File: config.mk
export PLATFORM = sky130hd
export DESIGN_NAME = param_counter
export DESIGN_NICKNAME = d
export VERILOG_FILES = /design/src/rtl/param_counter_pkg.sv /design/src/rtl/param_counter_count_bound_detect.sv /design/src/rtl/param_counter.sv
export SDC_FILE = /design/constraint.sdc
export NUM_CORES = 1
export LEC_CHECK = 0
export CORE_AREA = 2 2 39 41
export CTS_CLUSTER_DIAMETER = 60
export DETAILED_ROUTE_END_ITERATION = 6
export DIE_AREA = 0 0 41 43
export GPL_ROUTABILITY_DRIVEN = 0
export PLACE_DENSITY = 0.76
export SLEW_MARGIN = 15
export SYNTH_ARGS = -nofsm -noshare
export SYNTH_HDL_FRONTEND = slang
export SYNTH_SLANG_ARGS = --single-unit
File: constraint.sdc
create_clock -name clk -period 1.9 [get_ports clk]
set_clock_uncertainty 0.1 [all_clocks]
set_input_delay 0.38 -clock clk [delete_from_list [all_inputs] [get_ports clk]]
set_output_delay 0.38 -clock clk [all_outputs]
set_load 0.05 [all_outputs]
File: src/rtl/param_counter_pkg.sv
// Shared types, helpers and parameter legality checks for param_counter.
package param_counter_pkg;

    typedef enum logic {
        MODE_WRAP = 1'b0,
        MODE_SAT  = 1'b1
    } mode_e;

    localparam int unsigned MIN_WIDTH    = 2;
    localparam int unsigned MAX_WIDTH    = 32;
    localparam int unsigned MIN_PRESCALE = 2;

    // Clamp a load value to the terminal count so nothing above MAX is stored.
    function automatic int unsigned clamp_val(input int unsigned val, input int unsigned max);
        return (val > max) ? max : val;
    endfunction

    function automatic bit width_ok(input int unsigned width);
        return (width >= MIN_WIDTH) && (width <= MAX_WIDTH);
    endfunction

    function automatic bit max_ok(input int unsigned width, input int unsigned max);
        longint unsigned lim;
        lim = (64'(1) << width) - 64'(1);
        return (max >= 1) && (64'(max) <= lim);
    endfunction

    function automatic bit prescale_ok(input int unsigned prescale);
        return prescale >= MIN_PRESCALE;
    endfunction

endpackage

File: src/rtl/param_counter_count_bound_detect.sv
// Combinational boundary decode of the registered count against zero and MAX.
module count_bound_detect
    import param_counter_pkg::*;
#(
    parameter int unsigned WIDTH = 4,
    parameter int unsigned MAX   = 2**WIDTH - 1
) (
    input  logic [WIDTH-1:0] cnt_i,
    output logic             at_max_o,
    output logic             at_zero_o
);

    localparam logic [WIDTH-1:0] MAX_W = WIDTH'(MAX);

    assign at_max_o  = (cnt_i == MAX_W);
    assign at_zero_o = (cnt_i == '0);

endmodule

File: src/rtl/param_counter.sv
// Parametrised up/down counter with load, clear, wrap/saturate and sticky flags.
// Optional prescaler enabled by defining PARAM_COUNTER_PRESCALE_EN.
module param_counter
    import param_counter_pkg::*;
#(
    parameter int unsigned WIDTH    = 4,
    parameter int unsigned MAX      = 2**WIDTH - 1,
    parameter int unsigned SATURATE = 0,
    parameter int unsigned PRESCALE = 4
) (
    input  logic             clk,
    input  logic             rst,
    input  logic             clr,
    input  logic             ld,
    input  logic [WIDTH-1:0] ld_val,
    input  logic             en,
    input  logic             up,
    output logic [WIDTH-1:0] cnt,
    output logic             full,
    output logic             empty,
    output logic             tc,
    output logic             ovf,
    output logic             unf
);

    localparam mode_e            MODE  = (SATURATE != 0) ? MODE_SAT : MODE_WRAP;
    localparam logic [WIDTH-1:0] MAX_W = WIDTH'(MAX);

    generate
        if (!width_ok(WIDTH) || !max_ok(WIDTH, MAX) || !prescale_ok(PRESCALE)) begin : g_cfg_err
            $error("param_counter: illegal WIDTH/MAX/PRESCALE configuration");
        end
    endgenerate

    logic [WIDTH-1:0] cnt_q, cnt_d;
    logic             tc_q, tc_d;
    logic             ovf_q, ovf_d;
    logic             unf_q, unf_d;
    logic             at_max, at_zero;
    logic             step;
    logic [WIDTH-1:0] ld_clamped;

    count_bound_detect #(
        .WIDTH (WIDTH),
        .MAX   (MAX)
    ) u_bound (
        .cnt_i     (cnt_q),
        .at_max_o  (at_max),
        .at_zero_o (at_zero)
    );

`ifdef PARAM_COUNTER_PRESCALE_EN
    localparam int unsigned PRE_W = $clog2(PRESCALE);

    logic [PRE_W-1:0] pre_q, pre_d;

    // Only enabled cycles advance the phase; load and clear restart it.
    always_comb begin
        pre_d = pre_q;
        step  = 1'b0;
        if (clr || ld) begin
            pre_d = '0;
        end else if (en) begin
            if (pre_q == PRE_W'(PRESCALE - 1)) begin
                pre_d = '0;
                step  = 1'b1;
            end else begin
                pre_d = pre_q + PRE_W'(1);
            end
        end
    end

    always_ff @(posedge clk) begin
        if (rst) begin
            pre_q <= '0;
        end else begin
            pre_q <= pre_d;
        end
    end
`else
    assign step = en;
`endif

    assign ld_clamped = WIDTH'(clamp_val(32'(ld_val), MAX));

    // Next-state: clr > ld > step; tc defaults low so it is a single-cycle pulse.
    always_comb begin
        cnt_d = cnt_q;
        tc_d  = 1'b0;
        ovf_d = ovf_q;
        unf_d = unf_q;
        if (clr) begin
            cnt_d = '0;
            ovf_d = 1'b0;
            unf_d = 1'b0;
        end else if (ld) begin
            cnt_d = ld_clamped;
        end else if (step) begin
            if (up) begin
                if (at_max) begin
                    ovf_d = 1'b1;
                    tc_d  = 1'b1;
                    cnt_d = (MODE == MODE_SAT) ? cnt_q : '0;
                end else begin
                    cnt_d = WIDTH'({1'b0, cnt_q} + (WIDTH + 1)'(1));
                end
            end else begin
                if (at_zero) begin
                    unf_d = 1'b1;
                    tc_d  = 1'b1;
                    cnt_d = (MODE == MODE_SAT) ? cnt_q : MAX_W;
                end else begin
                    cnt_d = WIDTH'({1'b0, cnt_q} - (WIDTH + 1)'(1));
                end
            end
        end
    end

    always_ff @(posedge clk) begin
        if (rst) begin
            cnt_q <= '0;
            tc_q  <= 1'b0;
            ovf_q <= 1'b0;
            unf_q <= 1'b0;
        end else begin
            cnt_q <= cnt_d;
            tc_q  <= tc_d;
            ovf_q <= ovf_d;
            unf_q <= unf_d;
        end
    end

    assign cnt   = cnt_q;
    assign full  = at_max;
    assign empty = at_zero;
    assign tc    = tc_q;
    assign ovf   = ovf_q;
    assign unf   = unf_q;

endmodule

==> results of run 1 <==
## cell usage after synthesis, drive strengths merged
master,number
and3,1
a31oi,1
clkbuf,2
or3b,1
o32ai,1
a21oi,4
ha,2
nor2b,1
o21bai,1
nand3,2
nand2,6
inv,3
and2,3
o31ai,1
or3,1
a21o,1
o211a,1
nand3b,1
a221oi,1
xnor2,2
mux2i,1
o21ai,6
dfxtp,7
nor3b,2
buf,1
nand2b,1
nor2,2
## state kept, by name, indices dropped and copies added (netlist names)
signal,cells
cnt,4
ovf,1
tc,1
unf,1
## cell families (layout without fill, tap and decap cells)
kind of cell | Yosys count | in the layout | share of synthesized area, %
fa+ha+maj | 2 | 2 | 5.33
buf+inv | 6 | 28 | 11.2
mux | 1 | 1 | 2.13
compound gates | 17 | 17 | 22.7
flops | 7 | 7 | 29.9
simple gates | 21 | 21 | 25.1
xor+xnor | 2 | 2 | 3.73
## path summary, 6_finish.rpt
kind                            cells after the start  slack [ps]      to  startpoint
worst max-delay path                                3          80    full      cnt[0]
worst min-delay path                                2         350     unf         unf
worst max register to register                      6         280  cnt[0]      cnt[0]
worst min register to register                      2         350     unf         unf
## repair_timing
action	CTS	global route
gates resized for setup	1	1
pin swaps	0	0
endpoints found under the setup margin	2	2
endpoints found under the hold margin	0	0
## critical path: cells and delay by family, from the launching register on
kind	cells	cell delay [ps]
fa+ha+maj	1	250
simple gates	1	240
flops	1	440
buf+inv	1	140
## stage by stage
| step | power, mW | std cells | hold WS, ps | cell area [µm²] |
|---|---|---|---|---|
| final | 0.414 | 94 | 350 | 682 |
| after global placement | 0.278 | 90 | 339 | 653 |
| after CTS | 0.415 | 94 | 357 | 681 |
| after floorplan | 0.238 | 56 | 421 | 469 |
| after detailed placement | 0.279 | 90 | 346 | 653 |
| after global routing | 0.433 | 94 | 388 | 682 |
## power breakdown
group          switching [mW]  internal [mW]
clock network          0.0580         0.0804
logic                  0.0581         0.0550
registers              0.0102          0.153
## routing by layer
metal  share of wire (%)  up-vias
met3                 7.3        2
met5                   0        -
li1                    -      242
met2                  47       19
met4                 1.8        0
met1                  43      219
## final cells by class
cell class	instances	area, µm²
clock buffers	4	26.3
fillers	137	702
inverters	3	11.3
multi-input cells	43	277
flip-flops and latches	7	143
well taps	16	20.0
repair buffers	21	205
==> flow_summary.ini, run 1 <==
[clock_network]
cts_sinks = 7
cts_buffers = 3
ctsHoldBuffers = 0
htreeDepth = 1
cts.clk_slew.worst_paths_ps = 60
clockBufferDepth = 2
tritoncts = built
postCtsSetupBuffers = 0
insertion_delay_ps = 260
cts-root-buf = clkbuf_4

[cells_and_area]
n_antenna_cell = 0
postLayoutCoreUtil_pct = 49.3
final_common_cell = buf_4
fin_nets = 91
mostFrequentLayoutCells = 10 x buf_4, 9 x clkdlybuf4s50_1, 6 x nand2_1
area_growth_pct = 45.3
drive_gt1_share_pct = 24.4

[logic_synthesis]
synth_top_area_cell = dfxtp_1
syn_nets = 68
synth-seq-cells = 7
syn-cell-area_um2 = 469
synth_seq_area_share_pct = 29.9
synth_top_area_share_pct = 29.9
synth.area.top_cells = dfxtp_1 30%, clkbuf_16 5.3%, ha_1 5.3%, o21ai_0 5.3%, nand2_1 4.8%
synth_cell_types = 29
yosys_warnings = 0
avgSynthCellArea_um2 = 8.38
syn_inst = 56

[sta]
setup_violations = 0
tns_ps = 0
fin_crit_sh_pct = 95.9
max_freq_ghz = 0.549
worst_slack_ps = 78.2
tightest_slew_ps = 288
final_hold_viol_count = 0
slew_headroom_pct = 80.8
rsz0062_at_grt = false
finalMaxSlewViolations = 0
fin_crit_ps = 1820

[drt]
ant_nets = 0
drc_errors = 0
first_pass_iters = 4
via_per_inst = 5.13
vias = 482
avgRoutedWirePerCell_um = 11.3
wirelength_mm = 1.06
drt_iter0_drc = 3

[critical_path]
critPathKind = flip-flop to output pin
cp_data_arrival_time_ps = 1340
crit_required_ps = 1420
cp_cell_sequence = ha_1 > and3_2 > buf_12
end_kind = output pin
crit_slowest_cell = dfxtp_2
cp_slowest_stage_delay_ps = 440
path_max_fanout = 10
cp-start-kind = flip-flop

[pwr]
p_leak_nw = 0.297
vdd_drop_max_mv = 0.209
p_per_area_nw_per_um2 = 608

[floorplanning]
die_area_um2 = 1760
fp.dieW_um = 41
core_um2 = 1380
die_y_um = 43
rows = 14
initial_core_util_pct = 33.9
pin_count = 19

[global_routing]
grtUsageMet1_pct = 17.4
overflow = 0
antenna_found_initial = 0
grt_pass1_vias = 416
use_met2_pct = 22.2
use_met3_pct = 2.09
grt_first_pass_wirelength_mm = 1.77
top_usage_layer = met2
grt_max_degree = 11
grt.total_usage_pct = 14.5

[outcome]
status = complete, no violations

[place]
dp_hpwl_um = 839
dp_slack_ps = 4.10
io_buffers = 18

[job]
cap_violations = 0

[min_path]
min_path_type = flip-flop to flip-flop
(Power assumes the default switching activity.)
==> inputs of run 2 (changes only) <==
--- a/config.mk
+++ b/config.mk
@@ -5,12 +5,16 @@
 export SDC_FILE = /design/constraint.sdc
 export NUM_CORES = 1
 export LEC_CHECK = 0
-export CORE_AREA = 2 2 39 41
+export ABC_CLOCK_PERIOD_IN_PS = 1900
+export CAP_MARGIN = 0
+export CELL_PAD_IN_SITES_DETAIL_PLACEMENT = 1
+export CELL_PAD_IN_SITES_GLOBAL_PLACEMENT = 1
+export CORE_AREA = 2 2 44 46
 export CTS_CLUSTER_DIAMETER = 60
 export DETAILED_ROUTE_END_ITERATION = 6
-export DIE_AREA = 0 0 41 43
+export DIE_AREA = 0 0 46 48
 export GPL_ROUTABILITY_DRIVEN = 0
-export PLACE_DENSITY = 0.76
+export PLACE_DENSITY = 0.8
 export SLEW_MARGIN = 15
 export SYNTH_ARGS = -nofsm -noshare
 export SYNTH_HDL_FRONTEND = slang
==> run 2 against run 1 <==
Compared with the run above:
- fmax about the same
- clock power down 4%
- critical path depth up 1
- die area up 25%
- hold slack better by 1.2 ps
- first-iteration DRC count rose to 3.7 times the previous value
- largest cell class unchanged
- largest power group unchanged
==> flow_summary.ini, run 2 (synthesized netlist as in run 1, its figures left out) <==
[critical_path]
timing.critical_path.from = cnt[0]
r2r-end = cnt[0]
ff2ff_setup_slack_ps = 240
cp-start-kind = flip-flop
cp_cell_sequence = inv_1 > ha_1 > and2_1 > buf_4
cp_slowest_stage_delay_ps = 440
crit_required_ps = 1420
r2r-start = cnt[0]
end_kind = output pin
crit_slowest_cell = dfxtp_2
endpoint = empty
cp_data_arrival_time_ps = 1340
reg2regPathDepth = 6
critPathKind = flip-flop to output pin
path_max_fanout = 10

[pwr]
vdd_drop_max_mv = 0.247
clkPwrFrac_pct = 32.1
p_per_area_nw_per_um2 = 603
seqPwrFrac_pct = 39.7
power.switching_uw = 124
combPwrFrac_pct = 28.2
intPower_uw = 288
p_leak_nw = 0.297
swShare_pct = 30.0

[drt]
first_pass_iters = 4
via_per_inst = 5.21
vias = 495
drc_errors = 0
avgRoutedWirePerCell_um = 13.1
wirelength_mm = 1.24
drt_iter0_drc = 11
ant_nets = 0

[clock_network]
tritoncts = built
ctsHoldBuffers = 0
htreeDepth = 1
cts_sinks = 7
cts.clk_slew.worst_paths_ps = 50
insertion_delay_ps = 250
cts_buffers = 3
postCtsSetupBuffers = 0
cts-root-buf = clkbuf_4
clockBufferDepth = 2

[sta]
max_freq_ghz = 0.549
rsz0062_at_grt = false
final_hold_viol_count = 0
fin_crit_ps = 1820
fin_crit_sh_pct = 95.9
tightest_slew_ps = 308
slew_headroom_pct = 79.5
finalMaxSlewViolations = 0
tns_ps = 0
setup_violations = 0

[place]
io_buffers = 18
dp_hpwl_mm = 1.04
place_area_um2 = 654

[global_routing]
grt_first_pass_wirelength_mm = 1.97
overflow = 0
grt_max_degree = 11
antenna_found_initial = 0
grt_pass1_vias = 447
grt.total_usage_pct = 12.9

[floorplanning]
die_area_um2 = 2210
initial_core_util_pct = 27.8
pin_count = 19
rows = 15
die_y_um = 48
fp.dieW_um = 46
core_um2 = 1690

[cells_and_area]
final_area_um2 = 683
fillerInstances = 205
mostFrequentLayoutCells = 10 x buf_4, 9 x clkdlybuf4s50_1, 6 x nand2_1
drive_gt1_share_pct = 24.4
fin_nets = 91
n_antenna_cell = 0
final_common_cell = buf_4
largest_reg_flops = 4
area_growth_pct = 45.6

[outcome]
status = complete, no violations

[job]
cap_violations = 0

[min_path]
min_path_type = flip-flop to flip-flop
run 2: cell counts in the layout (fill, tap and decap cells not counted):
No cell type changed its count.
run 2: layer usage:
| layer | vias to the layer above | global-route usage [%] | part of all wire (%) |
|---|---|---|---|
| li1 | 243 | - | - |
| met1 | 237 | 15.1 | 45 |
| met2 | 15 | 21.4 | 49 |
| met3 | 0 | 3.77 | 6.7 |
| met4 | 0 | 6.86 | 0 |
| met5 | - | 0 | 0 |
run 2: worst max-delay path, delay by kind of cell, from the launching register on:
kind / cells / cell delay [ps]
fa+ha+maj: 1 / 240
buf+inv: 2 / 250
flops: 1 / 440
simple gates: 1 / 150
run 2: area by class of cell:
cell class | count | area (µm²) | area share (%)
Timing Repair Buffer | 21 | 205 | 30.0
Clock buffer | 4 | 26.3 | 3.85
Multi-Input combinational cell | 43 | 277 | 40.5
Inverter | 3 | 11.3 | 1.65
Tap cell | 17 | 21.3 | 3.11
Sequential cell | 7 | 143 | 20.9
run 2: how the worst min path moves through the flow:
stage,to,from,depth (start not counted),slack [ps]
finish,ovf,ovf,2,350
global route,ovf,ovf,2,400
CTS,ovf,ovf,2,360
detailed placement,ovf,ovf,2,350
global placement,unf,unf,2,340
floorplan,cnt[0],ld_val[0],2,420
run 2: stage by stage:
step	power (mW)	util (%)	cells	setup slack [ps]	hold WS, ps
finish	0.412	40.4	95	77.5	351
global route	0.441	40.4	95	9.03	400
CTS	0.421	40.4	95	28.0	359
detailed placement	0.282	38.7	91	47.7	347
floorplan	0.238	-	56	35.6	421
global placement	0.280	38.7	91	107	336
run 2: timing repair:
action                     CTS  global route
setup endpoints to repair    2             2
gates resized for setup      1             1
hold endpoints to repair     0             0
run 2: power groups by stage:
stage,Combinational [mW],Clock (mW),Sequential (mW)
finish,0.116,0.132,0.164
global route,0.126,0.151,0.165
CTS,0.117,0.141,0.163
detailed placement,0.117,0,0.166
global placement,0.114,0,0.166
floorplan,0.0590,0,0.179
==> inputs of run 3 (changes only) <==
--- a/config.mk
+++ b/config.mk
@@ -6,7 +6,6 @@
 export NUM_CORES = 1
 export LEC_CHECK = 0
 export ABC_CLOCK_PERIOD_IN_PS = 1900
-export CAP_MARGIN = 0
 export CELL_PAD_IN_SITES_DETAIL_PLACEMENT = 1
 export CELL_PAD_IN_SITES_GLOBAL_PLACEMENT = 1
 export CORE_AREA = 2 2 44 46
==> results of run 3 <==
The final DEF is identical to that of run 2; final timing and power are the same.
